File: config.mk
export PLATFORM = sky130hd
export DESIGN_NAME = onehot_decoder_seq
export DESIGN_NICKNAME = d
export VERILOG_FILES = /design/src/rtl/onehot_decoder_seq.sv
export SDC_FILE = /design/constraint.sdc
export NUM_CORES = 1
export LEC_CHECK = 0
export CORE_UTILIZATION = 50
export CTS_CLUSTER_SIZE = 25
export DETAILED_ROUTE_END_ITERATION = 10
export GPL_TIMING_DRIVEN = 0
export HOLD_SLACK_MARGIN = 0.12
export PLACE_DENSITY = 0.75
export RECOVER_POWER = 100
export SETUP_SLACK_MARGIN = 0.15
export SYNTH_ARGS = -nofsm -noshare
export SYNTH_HDL_FRONTEND = slang
export SYNTH_SLANG_ARGS = --single-unit
File: constraint.sdc
create_clock -name clk -period 4.2 [get_ports clk]
set_input_delay 0.84 -clock clk [delete_from_list [all_inputs] [get_ports clk]]
set_output_delay 0.84 -clock clk [all_outputs]
set_load 0.01 [all_outputs]
File: src/rtl/onehot_decoder_seq.sv
// Registered one-hot decoder with an auto-scan (walking-one) sequencer, dwell timer and wrap pulse.
// Optional macro DEC_SCAN_BIDIR_EN adds a dir input for downward scanning.
//
// state  | meaning
// IDLE   | disabled: y=0, valid=0, idx holds its last value
// DECODE | y is the one-hot decode of a, registered
// SCAN   | walking one, each index held for dwell+1 cycles
module onehot_decoder_seq #(
  parameter int SEL_W   = 3,
  parameter int NUM_OUT = 8,
  parameter int DWELL_W = 8
) (
  input  logic               clk,
  input  logic               rst,
  input  logic               en,
  input  logic               mode,
`ifdef DEC_SCAN_BIDIR_EN
  input  logic               dir,
`endif
  input  logic [SEL_W-1:0]   a,
  input  logic               load,
  input  logic [DWELL_W-1:0] dwell,
  output logic [NUM_OUT-1:0] y,
  output logic [SEL_W-1:0]   idx,
  output logic               valid,
  output logic               wrap
);

  localparam logic [1:0] IDLE   = 2'd0;
  localparam logic [1:0] DECODE = 2'd1;
  localparam logic [1:0] SCAN   = 2'd2;

  localparam logic [SEL_W:0]   NUM_OUT_W = (SEL_W + 1)'(NUM_OUT);
  localparam logic [SEL_W-1:0] LAST_IDX  = SEL_W'(NUM_OUT - 1);

  logic [1:0]         state_q, state_d;
  logic [NUM_OUT-1:0] y_q, y_d;
  logic [SEL_W-1:0]   idx_q, idx_d;
  logic               valid_q, valid_d;
  logic               wrap_q, wrap_d;
  logic [DWELL_W-1:0] cnt_q, cnt_d;

  logic               a_ok;
  logic               scan_down;
  logic [SEL_W-1:0]   load_idx;
  logic [SEL_W-1:0]   next_idx;

  function automatic logic [NUM_OUT-1:0] onehot(input logic [SEL_W-1:0] i);
    onehot = NUM_OUT'(1) << i;
  endfunction

`ifdef DEC_SCAN_BIDIR_EN
  assign scan_down = dir;
`else
  assign scan_down = 1'b0;
`endif

  assign a_ok     = ({1'b0, a} < NUM_OUT_W);
  assign load_idx = a_ok ? a : '0;

  // Explicit wrap compares keep idx inside 0..NUM_OUT-1 for non-power-of-two NUM_OUT.
  always_comb begin
    next_idx = '0;
    if (scan_down) begin
      next_idx = (idx_q == '0) ? LAST_IDX : idx_q - SEL_W'(1);
    end else begin
      next_idx = (idx_q == LAST_IDX) ? '0 : idx_q + SEL_W'(1);
    end
  end

  always_comb begin
    state_d = state_q;
    y_d     = y_q;
    idx_d   = idx_q;
    valid_d = valid_q;
    wrap_d  = 1'b0;
    cnt_d   = cnt_q;

    if (!en) begin
      state_d = IDLE;
      y_d     = '0;
      valid_d = 1'b0;
      cnt_d   = '0;
    end else if (!mode) begin
      state_d = DECODE;
      cnt_d   = '0;
      if (a_ok) begin
        y_d     = onehot(a);
        idx_d   = a;
        valid_d = 1'b1;
      end else begin
        y_d     = '0;
        valid_d = 1'b0;
      end
    end else begin
      state_d = SCAN;
      if (state_q != SCAN || load) begin
        idx_d   = load_idx;
        y_d     = onehot(load_idx);
        valid_d = 1'b1;
        cnt_d   = '0;
      end else if (cnt_q >= dwell) begin
        // dwell is compared live so a lowered value takes effect immediately
        idx_d   = next_idx;
        y_d     = onehot(next_idx);
        valid_d = 1'b1;
        cnt_d   = '0;
        wrap_d  = scan_down ? (idx_q == '0) : (idx_q == LAST_IDX);
      end else begin
        cnt_d = cnt_q + DWELL_W'(1);
      end
    end
  end

  always_ff @(posedge clk) begin
    if (rst) begin
      state_q <= IDLE;
      y_q     <= '0;
      idx_q   <= '0;
      valid_q <= 1'b0;
      wrap_q  <= 1'b0;
      cnt_q   <= '0;
    end else begin
      state_q <= state_d;
      y_q     <= y_d;
      idx_q   <= idx_d;
      valid_q <= valid_d;
      wrap_q  <= wrap_d;
      cnt_q   <= cnt_d;
    end
  end

  assign y     = y_q;
  assign idx   = idx_q;
  assign valid = valid_q;
  assign wrap  = wrap_q;

endmodule
# Word level (Yosys, flattened, before mapping)
# Index checks and enable logic that the tools add are counted.
# op_classes
order_cmp,1
eq_ne,3
bitwise,3
addsub,2
shift,2
muxes,11
n_reduce_logical,5
# ops
cell,n
2-to-1 mux 8 bit,3
<< shifter 1 x 3 -> 8 bit (first input constant),2
2-to-1 mux 3 bit,4
OR reduction 5 bit,2
adder 8 x 1 -> 8 bit (second input constant),1
>= comparator 8 bit,1
adder 3 x 1 -> 3 bit (second input constant),1
equality test 3 bit (second input constant),1
2-to-1 mux 1 bit,3
inequality test 3 x 1 -> 1 bit (second input constant),1
inverter 1 bit,3
2-to-1 mux 2 bit,1
inequality test 2 bit (second input constant),1
AND reduction 2 bit,1
OR reduction 2 bit,1
logical OR 1 bit,1
# word_totals
out_inout_bits,13
register_bits,23
word_cells,33

# Logic depth before layout (Yosys ltp)
# logic_depth
ltp_word,6
depth_mapped,8

# Worst setup path before layout
# OpenSTA, ideal clock, no wires.
# synth_timing
path_kind,input to register
start,input port dwell[2]
end,register cnt_q[3]
setup_time_ns,0.062
arrival_ns,2.453
setup_slack_ns,1.685
stages,8
cell_sequence,inv_1 -> ha_1 -> or3_2 -> a21oi_2 -> o31ai_2 -> or3_1 -> buf_6 -> nor2_2
# synth_via
elab_chain_cells,2
# synth_lines
item,line,text
"start, declared",22,"input logic [DWELL_W-1:0] dwell,"
>= comparator 8 bit,102,end else if (cnt_q >= dwell) begin
OR reduction 5 bit (no source line),-,
"end signal, assigned",129,cnt_q <= cnt_d;
"end, declared",41,"logic [DWELL_W-1:0] cnt_q, cnt_d;"
# No other way between the ends.
# A chain may end at the register's enable or synchronous reset.

# Final worst setup path
# layout_timing
start,input port dwell[4]
end,register y_q[7] (netlist: y[7])
# layout_via
elab_chain_cells,2
# layout_lines
item,line,text
>= comparator 8 bit,102,
inequality test 3 x 1 -> 1 bit (no source line),-,
"end signal, assigned",125,y_q <= y_d;
"end, declared",37,"logic [NUM_OUT-1:0] y_q, y_d;"
# No other way between the ends.

==> metrics.csv <==
stage,metric,value,unit
status,status,"complete, no violations",
die,Die H,53.7,um
sta,RSZ-0062 raised after global routing,no,
die,Die W,53.7,um
power,Pleak,0.697,nW
clock_tree,CTS Buffer Depth,2,
global_route,total track usage,21.8,%
synth,ys async rst share,0,%
clock_tree,clk_lat worst skew,0.31,ns
synth,syn avg cell area,9.16,um^2
route,routed wire length,2830,um
synth,number of synthesized flops with an enable pin,0,
place,DP HPWL,2270,um
worst_hold_path,Worst Hold Class,reg2reg,
route,Initial DRC Count,22,
synth,Synth Cell Area,1340,um^2
clock_tree,Clock Tree Root,clkbuf_4,
route,DR WL/cell,13.7,um
die,row cnt,18,
sta,fin crit share,80.7,%
synth,post-synth cell types,40,
synth,Ys Warns,0,
flow_run,Max-Cap Viols,0,
clock_tree,# Post-CTS Setup Buffers,0,
die,Die Area,2890,um^2
die,I/O pins,29,
synth,Cells after Synth,146,
final_layout,Final Non-Filler Cells,206,
setup_path,kind of critical path,in2reg,
setup_path,Startpoint Class,input pin,
synth,#FFs+latches synth,23,
die,area of the core,2500,um^2
final_layout,multi-input logic area,787,um^2
sta,Worst-Margin Slew,1.20,ns
sta,Final TNS setup,0,ns
die,Initial Util,53.5,%
sta,Max-slew headroom,19.3,%
place,placed cells,202,
synth,top_reg_cell synth,dfxtp_1,
setup_path,Critical Path AT,3.61,ns
global_route,vias in the first global route,1044,
route,total number of vias,1124,
setup_path,Critical Path Fanout Max,10,
sta,Hold Fails Final Rpt,0,
final_layout,nets@finish,208,
global_route,global-route wire length before repair,4530,um
setup_path,"setup slack, reg-to-reg",1.39,ns
final_layout,Ant. Diodes,0,
final_layout,synth-to-layout area growth,23.0,%
clock_tree,CTS resizes,0,
place,Port Buffers,26,
sta,min cycle time layout,3.39,ns
clock_tree,H-tree levels,1,
final_layout,"most common cell after layout, fill and taps aside",dfxtp_1,
clock_tree,cts bufs inserted,3,
sta,Fmax,295,MHz
synth,register area share after synthesis,34.4,%
setup_path,CP required,4.42,ns
sta,endpoints failing setup,0,
global_route,initial antenna violation count,0,
setup_path,CP endpoint kind,register,
clock_tree,hold_buf cts,0,
global_route,grt total ovfl,0,
clock_tree,Worst-path clk slew,0.13,ns
place,Routability Congestion,0.868,
route,vias per cell,5.46,
final_layout,FILL cells,226,
route,drt drc,0,
final_layout,FF+latch area,460,um^2
sta,"Slew Viols, Final",0,
final_layout,fraction of layout cells with a size suffix above 1,9.66,%
route,router iterations before antenna repair,4,
clock_tree,CTS tree,built,
power,Pwr per Cell Area,238,nW/um^2
synth,Synthesized Nets,177,
power,Max VDD drop,0.196,mV
sta,clock skew,0.00436,ns
global_route,largest net degree at the start of global routing,14,
final_layout,most frequent cells in the layout,"dfxtp_1, ha_1, dlygate4sd3_1, inv_1, clkdlybuf4s50_1",
clock_tree,clk sinks,23,
route,remaining antenna violation count,0,
[worst max-delay path: stages]
cell           delay (ns)
dlygate4sd3_1        0.52
inv_1                0.04
ha_1                 0.26
o21a_1               0.11
a21oi_1              0.09
o311ai_0             1.02
clkbuf_1             0.40
nor2_1               0.07
a211oi_1             0.25
[Yosys cell counts (2+ instances only)]
library cell / n / share of area, %
dfxtp_1: 23 / 34
ha_1: 15 / 14
inv_1: 12 / 3.4
nor2_1: 8 / 2.2
a21oi_1: 7 / 2.6
nor2_2: 7 / 3.3
a211oi_1: 6 / 3.4
nand3_1: 6 / 2.2
a31oi_1: 5 / 2.3
mux2i_1: 5 / 3.7
nor2b_1: 5 / 2.3
o21ai_0: 5 / 1.9
xor2_1: 5 / 3.3
clkbuf_1: 4 / 1.1
a311oi_1: 3 / 2.0
and3_1: 2 / 0.94
nand2_1: 2 / 0.56
nand2b_1: 2 / 0.94
nor3_1: 2 / 0.75
nor3b_1: 2 / 1.1
[stage by stage]
step / worst slack [ns] / instance area [um^2] / hold WS, ns / util [%] / total power, W
after floorplan: 1.69 / 1340 / 0.458 / - / 0.000265
after global placement: 1.06 / 1640 / 0.457 / 65.4 / 0.000294
after detailed placement: 0.979 / 1640 / 0.464 / 65.4 / 0.000296
after CTS: 1.30 / 1660 / 0.497 / 66.5 / 0.000397
after global routing: 0.632 / 1650 / 0.507 / 65.8 / 0.000410
final: 0.811 / 1650 / 0.487 / 65.8 / 0.000392
[kinds of logic (layout without fill, tap and decap cells)]
| kind of cell | Yosys count | after routing | share of synthesized area, % |
|---|---|---|---|
| xor+xnor | 6 | 6 | 3.93 |
| fa+ha+maj | 15 | 15 | 14.0 |
| buf+inv | 19 | 49 | 6.08 |
| compound gates | 32 | 32 | 16.7 |
| flops | 23 | 23 | 34.4 |
| simple gates | 46 | 46 | 21.0 |
| mux | 5 | 5 | 3.74 |
[power by group]
| part | switching (W) | internal, W |
|---|---|---|
| combinational | 0.0000295 | 0.0000317 |
| clock | 0.0000671 | 0.0000356 |
| sequential | 0.00000451 | 0.000223 |
[sequential cells by signal, indices dropped and copies added, names as in the netlist]
| name | count |
|---|---|
| cnt_q | 8 |
| idx | 3 |
| state_q | 2 |
| valid | 1 |
| wrap | 1 |
| y | 8 |
[final timing paths]
check / start / end / cells past startpoint
hold / removal: valid$_SDFFE_PP0P_ / valid$_SDFFE_PP0P_ / 2
setup reg to reg: cnt_q[0]$_SDFF_PP0_ / y[7]$_SDFFE_PP0P_ / 8
hold reg to reg: valid$_SDFFE_PP0P_ / valid$_SDFFE_PP0P_ / 2
setup / recovery: dwell[4] / y[7]$_SDFFE_PP0P_ / 9
[per-layer routing]
metal / track usage, % / part of all wire, % / up-vias
met2: 43.6 / 54 / 20
met4: 3.95 / 0.53 / 0
met3: 4.24 / 2.8 / 2
met1: 23.0 / 43 / 521
li1: - / - / 581
met5: 0 / 0 / -
[final cells by class]
cell class	count	share of cell area, %
Tap cell	30	2.28
Timing Repair Buffer	26	15.8
Clock inverter	1	0.304
Multi-Input combinational cell	104	47.8
Clock buffer	3	1.37
Sequential cell	23	28.0
Buffer	7	1.67
Inverter	12	2.74
Power figures use the tool's default switching activity.
